==> config.mk <==
export PLATFORM = sky130hd
export DESIGN_NAME = prog_loader_flat
export DESIGN_NICKNAME = d
export VERILOG_FILES = /design/src/rtl/prog_loader_if.sv /design/src/rtl/prog_loader.sv /design/src/flat_wrapper.sv
export SDC_FILE = /design/constraint.sdc
export NUM_CORES = 1
export LEC_CHECK = 0
export CELL_PAD_IN_SITES_DETAIL_PLACEMENT = 1
export CELL_PAD_IN_SITES_GLOBAL_PLACEMENT = 2
export CORE_AREA = 4 4 129 131
export DETAILED_ROUTE_END_ITERATION = 8
export DIE_AREA = 0 0 133 135
export DONT_BUFFER_PORTS = 1
export PLACE_DENSITY = 0.79
export SKIP_CTS_REPAIR_TIMING = 1
export SYNTH_ARGS = -nofsm -noshare
export SYNTH_HDL_FRONTEND = slang
export SYNTH_SLANG_ARGS = --single-unit
==> constraint.sdc <==
create_clock -name clk -period 2.3 [get_ports clk]
set_input_delay 0.575 -clock clk [delete_from_list [all_inputs] [get_ports clk]]
set_output_delay 0.575 -clock clk [all_outputs]
set_load 0.03 [all_outputs]
==> src/rtl/prog_loader_if.sv <==
`default_nettype none
// ============================================================================
// Module      : prog_loader_if
// Description : Byte-stream valid/ready handshake between a boot byte source
//               and the program loader.
//                 byte_valid : source has a byte on byte_data
//                 byte_data  : stream byte
//                 byte_ready : loader accepts a byte this cycle
//               Modport master = byte source, slave = loader.
// Revision    : 1.0 - initial release
// ============================================================================
interface prog_loader_if;
    logic       byte_valid;
    logic [7:0] byte_data;
    logic       byte_ready;

    modport master (
        output byte_valid,
        output byte_data,
        input  byte_ready
    );

    modport slave (
        input  byte_valid,
        input  byte_data,
        output byte_ready
    );
endinterface : prog_loader_if
`default_nettype wire

==> src/rtl/prog_loader.sv <==
`default_nettype none
// ============================================================================
// Module      : prog_loader
// Description : Boot-time program loader. Receives a 2-byte little-endian word
//               count followed by the payload over a byte stream, assembles
//               little-endian 32-bit words and writes them sequentially into
//               the instruction memory from byte address 0. Holds the core in
//               reset until the load completes successfully.
// Ports       : clk, rst (async active-low), start (one-cycle load pulse),
//               bus (byte stream, slave side), mem_we/mem_addr/mem_wdata
//               (instruction memory write port), core_hold, busy, done, error,
//               words_loaded.
// Option      : LOADER_CHECKSUM_EN - expect a trailing XOR checksum byte over
//               the payload; mismatch ends in ERROR.
// Revision    : 1.0 - initial release
// ============================================================================
module prog_loader #(
    parameter int DATA_WIDTH    = 32,
    parameter int ADDRESS_WIDTH = 32,
    parameter int MEM_SIZE      = 256,
    parameter int COUNT_WIDTH   = 16
) (
    input  wire                      clk,
    input  wire                      rst,
    input  wire                      start,
    prog_loader_if.slave             bus,
    output logic                     mem_we,
    output logic [ADDRESS_WIDTH-1:0] mem_addr,
    output logic [DATA_WIDTH-1:0]    mem_wdata,
    output logic                     core_hold,
    output logic                     busy,
    output logic                     done,
    output logic                     error,
    output logic [COUNT_WIDTH-1:0]   words_loaded
);

    typedef enum logic [2:0] {
        S_IDLE  = 3'd0,
        S_HDR0  = 3'd1,
        S_HDR1  = 3'd2,
        S_DATA  = 3'd3,
`ifdef LOADER_CHECKSUM_EN
        S_CSUM  = 3'd4,
`endif
        S_DONE  = 3'd5,
        S_ERROR = 3'd6
    } state_t;

    // Header count is 16 bits; one extra bit keeps the compare unsigned-safe.
    localparam logic [16:0] c_mem_size = 17'(MEM_SIZE);

    state_t                   state_q, state_d;
    logic [COUNT_WIDTH-1:0]   count_q, count_d;
    logic [1:0]               byte_idx_q, byte_idx_d;
    logic [DATA_WIDTH-1:0]    word_q, word_d;
    logic                     mem_we_q, mem_we_d;
    logic [ADDRESS_WIDTH-1:0] mem_addr_q, mem_addr_d;
    logic [DATA_WIDTH-1:0]    mem_wdata_q, mem_wdata_d;
    logic [COUNT_WIDTH-1:0]   words_loaded_q, words_loaded_d;
    logic                     byte_ready_q, byte_ready_d;
    logic                     core_hold_q, core_hold_d;
    logic                     busy_q, busy_d;
    logic                     done_q, done_d;
    logic                     error_q, error_d;
`ifdef LOADER_CHECKSUM_EN
    logic [7:0]               csum_q, csum_d;
`endif

    logic                     xfer;
    logic [15:0]              hdr_count;
    logic [COUNT_WIDTH-1:0]   wl_next;
    logic [DATA_WIDTH-1:0]    word_next;

    assign xfer      = bus.byte_valid && byte_ready_q;
    assign hdr_count = {bus.byte_data, count_q[7:0]};
    assign wl_next   = words_loaded_q + COUNT_WIDTH'(1);
    // Shift in from the top: after four bytes the first byte sits in bits 7:0.
    assign word_next = {bus.byte_data, word_q[DATA_WIDTH-1:8]};

    always_comb begin
        state_d        = state_q;
        count_d        = count_q;
        byte_idx_d     = byte_idx_q;
        word_d         = word_q;
        mem_we_d       = 1'b0;
        mem_addr_d     = mem_addr_q;
        mem_wdata_d    = mem_wdata_q;
        words_loaded_d = words_loaded_q;
        done_d         = done_q;
        error_d        = error_q;
`ifdef LOADER_CHECKSUM_EN
        csum_d         = csum_q;
`endif

        case (state_q)
            S_IDLE, S_DONE, S_ERROR: begin
                if (start) begin
                    state_d        = S_HDR0;
                    done_d         = 1'b0;
                    error_d        = 1'b0;
                    words_loaded_d = '0;
                    byte_idx_d     = 2'd0;
`ifdef LOADER_CHECKSUM_EN
                    csum_d         = 8'h00;
`endif
                end
            end
            S_HDR0: begin
                if (xfer) begin
                    count_d = COUNT_WIDTH'(bus.byte_data);
                    state_d = S_HDR1;
                end
            end
            S_HDR1: begin
                if (xfer) begin
                    count_d = COUNT_WIDTH'(hdr_count);
                    if ({1'b0, hdr_count} > c_mem_size) begin
                        state_d = S_ERROR;
                        error_d = 1'b1;
                    end else if (hdr_count == 16'd0) begin
`ifdef LOADER_CHECKSUM_EN
                        state_d = S_CSUM;
`else
                        state_d = S_DONE;
                        done_d  = 1'b1;
`endif
                    end else begin
                        state_d = S_DATA;
                    end
                end
            end
            S_DATA: begin
                if (xfer) begin
                    word_d     = word_next;
                    byte_idx_d = byte_idx_q + 2'd1;
`ifdef LOADER_CHECKSUM_EN
                    csum_d     = csum_q ^ bus.byte_data;
`endif
                    if (byte_idx_q == 2'd3) begin
                        mem_we_d       = 1'b1;
                        mem_wdata_d    = word_next;
                        mem_addr_d     = ADDRESS_WIDTH'({words_loaded_q, 2'b00});
                        words_loaded_d = wl_next;
                        if (wl_next == count_q) begin
`ifdef LOADER_CHECKSUM_EN
                            state_d = S_CSUM;
`else
                            state_d = S_DONE;
                            done_d  = 1'b1;
`endif
                        end
                    end
                end
            end
`ifdef LOADER_CHECKSUM_EN
            S_CSUM: begin
                if (xfer) begin
                    if (bus.byte_data == csum_q) begin
                        state_d = S_DONE;
                        done_d  = 1'b1;
                    end else begin
                        state_d = S_ERROR;
                        error_d = 1'b1;
                    end
                end
            end
`endif
            default: state_d = S_IDLE;
        endcase

        // Status outputs are decoded from the next state so they are
        // registered yet line up with the state they describe.
        busy_d = (state_d == S_HDR0) || (state_d == S_HDR1) || (state_d == S_DATA)
`ifdef LOADER_CHECKSUM_EN
              || (state_d == S_CSUM)
`endif
              ;
        byte_ready_d = busy_d;
        core_hold_d  = (state_d != S_DONE);
    end

    always_ff @(posedge clk or negedge rst) begin
        if (!rst) begin
            state_q        <= S_IDLE;
            count_q        <= '0;
            byte_idx_q     <= 2'd0;
            word_q         <= '0;
            mem_we_q       <= 1'b0;
            mem_addr_q     <= '0;
            mem_wdata_q    <= '0;
            words_loaded_q <= '0;
            byte_ready_q   <= 1'b0;
            core_hold_q    <= 1'b1;
            busy_q         <= 1'b0;
            done_q         <= 1'b0;
            error_q        <= 1'b0;
`ifdef LOADER_CHECKSUM_EN
            csum_q         <= 8'h00;
`endif
        end else begin
            state_q        <= state_d;
            count_q        <= count_d;
            byte_idx_q     <= byte_idx_d;
            word_q         <= word_d;
            mem_we_q       <= mem_we_d;
            mem_addr_q     <= mem_addr_d;
            mem_wdata_q    <= mem_wdata_d;
            words_loaded_q <= words_loaded_d;
            byte_ready_q   <= byte_ready_d;
            core_hold_q    <= core_hold_d;
            busy_q         <= busy_d;
            done_q         <= done_d;
            error_q        <= error_d;
`ifdef LOADER_CHECKSUM_EN
            csum_q         <= csum_d;
`endif
        end
    end

    assign bus.byte_ready = byte_ready_q;
    assign mem_we         = mem_we_q;
    assign mem_addr       = mem_addr_q;
    assign mem_wdata      = mem_wdata_q;
    assign words_loaded   = words_loaded_q;
    assign core_hold      = core_hold_q;
    assign busy           = busy_q;
    assign done           = done_q;
    assign error          = error_q;

endmodule : prog_loader
`default_nettype wire

==> src/flat_wrapper.sv <==
// flat-port wrapper written by rule: the top's interface ports become plain ports
module prog_loader_flat 
#(
    parameter int DATA_WIDTH    = 32,
    parameter int ADDRESS_WIDTH = 32,
    parameter int MEM_SIZE      = 256,
    parameter int COUNT_WIDTH   = 16
)
  (clk, rst, start, mem_we, mem_addr, mem_wdata, core_hold, busy, done, error, words_loaded, bus_byte_valid, bus_byte_data, bus_byte_ready);
  prog_loader_if bus_i ();
  input  wire clk;
  input  wire rst;
  input  wire start;
  output logic mem_we;
  output logic [ADDRESS_WIDTH-1:0] mem_addr;
  output logic [DATA_WIDTH-1:0] mem_wdata;
  output logic core_hold;
  output logic busy;
  output logic done;
  output logic error;
  output logic [COUNT_WIDTH-1:0] words_loaded;
  input wire logic [$bits(bus_i.byte_valid)-1:0] bus_byte_valid;
  input wire logic [$bits(bus_i.byte_data)-1:0] bus_byte_data;
  output wire logic [$bits(bus_i.byte_ready)-1:0] bus_byte_ready;
  assign bus_i.byte_valid = bus_byte_valid;
  assign bus_i.byte_data = bus_byte_data;
  assign bus_byte_ready = bus_i.byte_ready;
  prog_loader #(.DATA_WIDTH(DATA_WIDTH), .ADDRESS_WIDTH(ADDRESS_WIDTH), .MEM_SIZE(MEM_SIZE), .COUNT_WIDTH(COUNT_WIDTH)) u_core (.clk(clk), .rst(rst), .start(start), .bus(bus_i), .mem_we(mem_we), .mem_addr(mem_addr), .mem_wdata(mem_wdata), .core_hold(core_hold), .busy(busy), .done(done), .error(error), .words_loaded(words_loaded));
endmodule
==> reports/qor.csv <==
metric;value;unit
unrepaired setup endpoints after global routing;yes;
DR vias;4021;
Yosys top cell area share;0.530;
Netlist cell types;53;
final cycle utilization of the critical path;1.03;
biggest area consumer among synthesized cells;dfrtp_1;
# rows;46;
post-synthesis async set-or-reset flop share;1.00;
post-synthesis sequential area ratio;0.534;
post-place setup slack;-43.1;ps
final antenna diode count;0;
wirelength, routed;14100;um
Commonest cells post-synth;181 x nand2_1, 113 x dfrtp_1, 30 x o21ai_0;
Max Cap Viol;0;
R2R setup slack;-80;ps
Mean Syn Cell Area;9.64;um2
top area cells in the synthesized netlist;dfrtp_1 53%, nand2_1 13%, mux2_2 5.3%, xnor2_1 3.3%, buf_4 3.1%;
worst hold-check path type;input port to asynchronous set/reset pin;
Period minus WS final;2380;ps
total power;7.43;mW
CP Launch Type;flop;
Peak VDD IR;0.605;mV
GRT overflow;0;
Bufs on Longest Clock Path;2;
worst slew pin tran;550;ps
I/O pins;98;
status;finished, violations left;
Top Layer Used;met4;
initial antenna violation count;0;
fill cell count;1723;
die area;0.0180;mm2
pwr/cell area;1150;mW/mm2
Yosys warning total;0;
register area;0.00287;mm2
vias in the first global route;4361;
global-route wire length before repair;23200;um
Die X-Extent;133;um
cells after synthesis;554;
CTS sink cnt;114;
wl on met1;6120;um
DR iter-0 viols;205;
H-tree depth;4;
Worst Skew;6.42;ps
Final Max Tran Viols;0;
CP Data Required Time;2600;ps
cell with the most instances after synthesis;nand2_1;
share of cells above drive strength 1;0.211;
clock buffer count from CTS;17;
fin util;0.413;
final setup vio count;4;
critical path class;flop to flop;
CP Max Fanout;8;
top_reg_cell synth;dfrtp_1;
setup ws final;-77.0;ps
# nets final;597;
crit path capture type;flop;
CTS tree;done;
met3 WL post-DR;837;um
Leak;3.11;nW
Clock transition at path regs;60;ps
routed vias/inst;4.95;
area of the multi-input gates;0.00228;mm2
Yosys reg bits;114;
synth-to-layout area growth;20.7;%
clk_lat worst skew;410;ps
Die Ht;135;um
mapped cell area;0.00534;mm2
core area;0.0156;mm2
largest net degree at the start of global routing;115;
relative slew slack;0.633;
detailed placer's ending HPWL;9610;um
Root Driver;clkbuf_16;
final antenna-violating net count;0;
total track usage;0.164;
TritonRoute pass-1 iters;4;
DRC viols;0;
Starting Density;0.342;
final count of hold timing violations;113;
WP data arrival;2680;ps
accumulated negative setup slack;-142;ps
IO buf count;0;
violated checks;negative hold slack, negative setup slack;
Met2 Wirelength;6900;um
FMAX;421;MHz
number of synthesized flops with an enable pin;0;
drt wl/cell;17.3;um
routability congestion estimate;0.835;
hold_ws;-145;ps
final timing paths:
kind,start,to,cells past startpoint
worst max-delay path,u_core.words_loaded[7]$_DFFE_PN0P_,u_core.bus.byte_ready$_DFF_PN0_,8
worst min-delay path,rst,u_core.mem_addr[2]$_DFFE_PN0P_,0
worst max register to register,u_core.words_loaded[7]$_DFFE_PN0P_,u_core.bus.byte_ready$_DFF_PN0_,8
worst min register to register,u_core.word_q[9]$_DFFE_PN0P_,u_core.mem_wdata[1]$_DFFE_PN0P_,2
max in group asynchronous,rst,u_core.core_hold$_DFF_PN1_,0
min in group clk,bus_byte_data[0],u_core.mem_wdata[24]$_DFFE_PN0P_,2
per-layer routing:
metal,GRT usage,vias to the layer above
met4,0.0589,0
li1,-,1879
met1,0.205,2030
met2,0.266,95
met3,0.0529,17
met5,0,-
stage by stage:
stage	cells	instance area, um2
floorplan	569	5420
global placement	778	5750
detailed placement	778	5750
CTS	810	6390
global route	812	6440
finish	812	6440
sequential cells by signal (all words and copies together), names as in the netlist:
name	cells
u_core.error	1
u_core.mem_we	1
u_core.word_q	24
u_core.core_hold	1
u_core.count_q	16
u_core.done	1
u_core.mem_addr	16
u_core.byte_idx_q	2
u_core.state_q	3
u_core.words_loaded	16
u_core.mem_wdata	32
u_core.bus.byte_ready	1
layout by cell type, fill, tap and decap left out, types with 6 or more instances in the layout:
cell	Yosys	final
nand2_1	181	180
dfrtp_1	113	104
buf_4	22	44
o21ai_0	30	29
mux2_2	25	25
nor2_1	22	21
xnor2_1	20	20
clkbuf_16	0	17
conb_1	1	16
a21oi_1	12	12
a22o_1	12	12
dfrtp_2	0	9
nor3_1	8	7
nand3_1	6	6
critical path, stage by stage (launching register included):
cell     delay (ps)
dfrtp_2         440
nand4_1         220
nor3_4          260
or3b_1          360
a22o_1          250
nor4_4          300
buf_4           180
a21o_4          120
o21ba_1         130
final cells by class:
class                   count  area share
clock buffers              18      0.0681
repair buffers             46      0.0561
inverters                   6     0.00349
clock inverters            14      0.0313
flip-flops and latches    114       0.445
well taps                 216      0.0419
multi-input cells         398       0.354
where the power goes:
group,internal [mW],switching [mW]
Clock,1.86,0.980
Combinational,0.723,0.793
Sequential,2.47,0.612
logic make-up (layout without fill, tap and decap cells):
family | Yosys count | count (layout) | share of synthesized area
AOI/OAI and AO/OA | 74 | 74 | 0.0902
adders and majority gates | 2 | 2 | 0.00469
other | 1 | 16 | 0.000702
xor gates and xnor gates | 26 | 26 | 0.0452
DFF | 114 | 114 | 0.534
and+or+nand+nor | 254 | 254 | 0.212
buffers and inverters | 57 | 84 | 0.0586
muxes | 26 | 26 | 0.0546
Power figures use the tool's default switching activity.
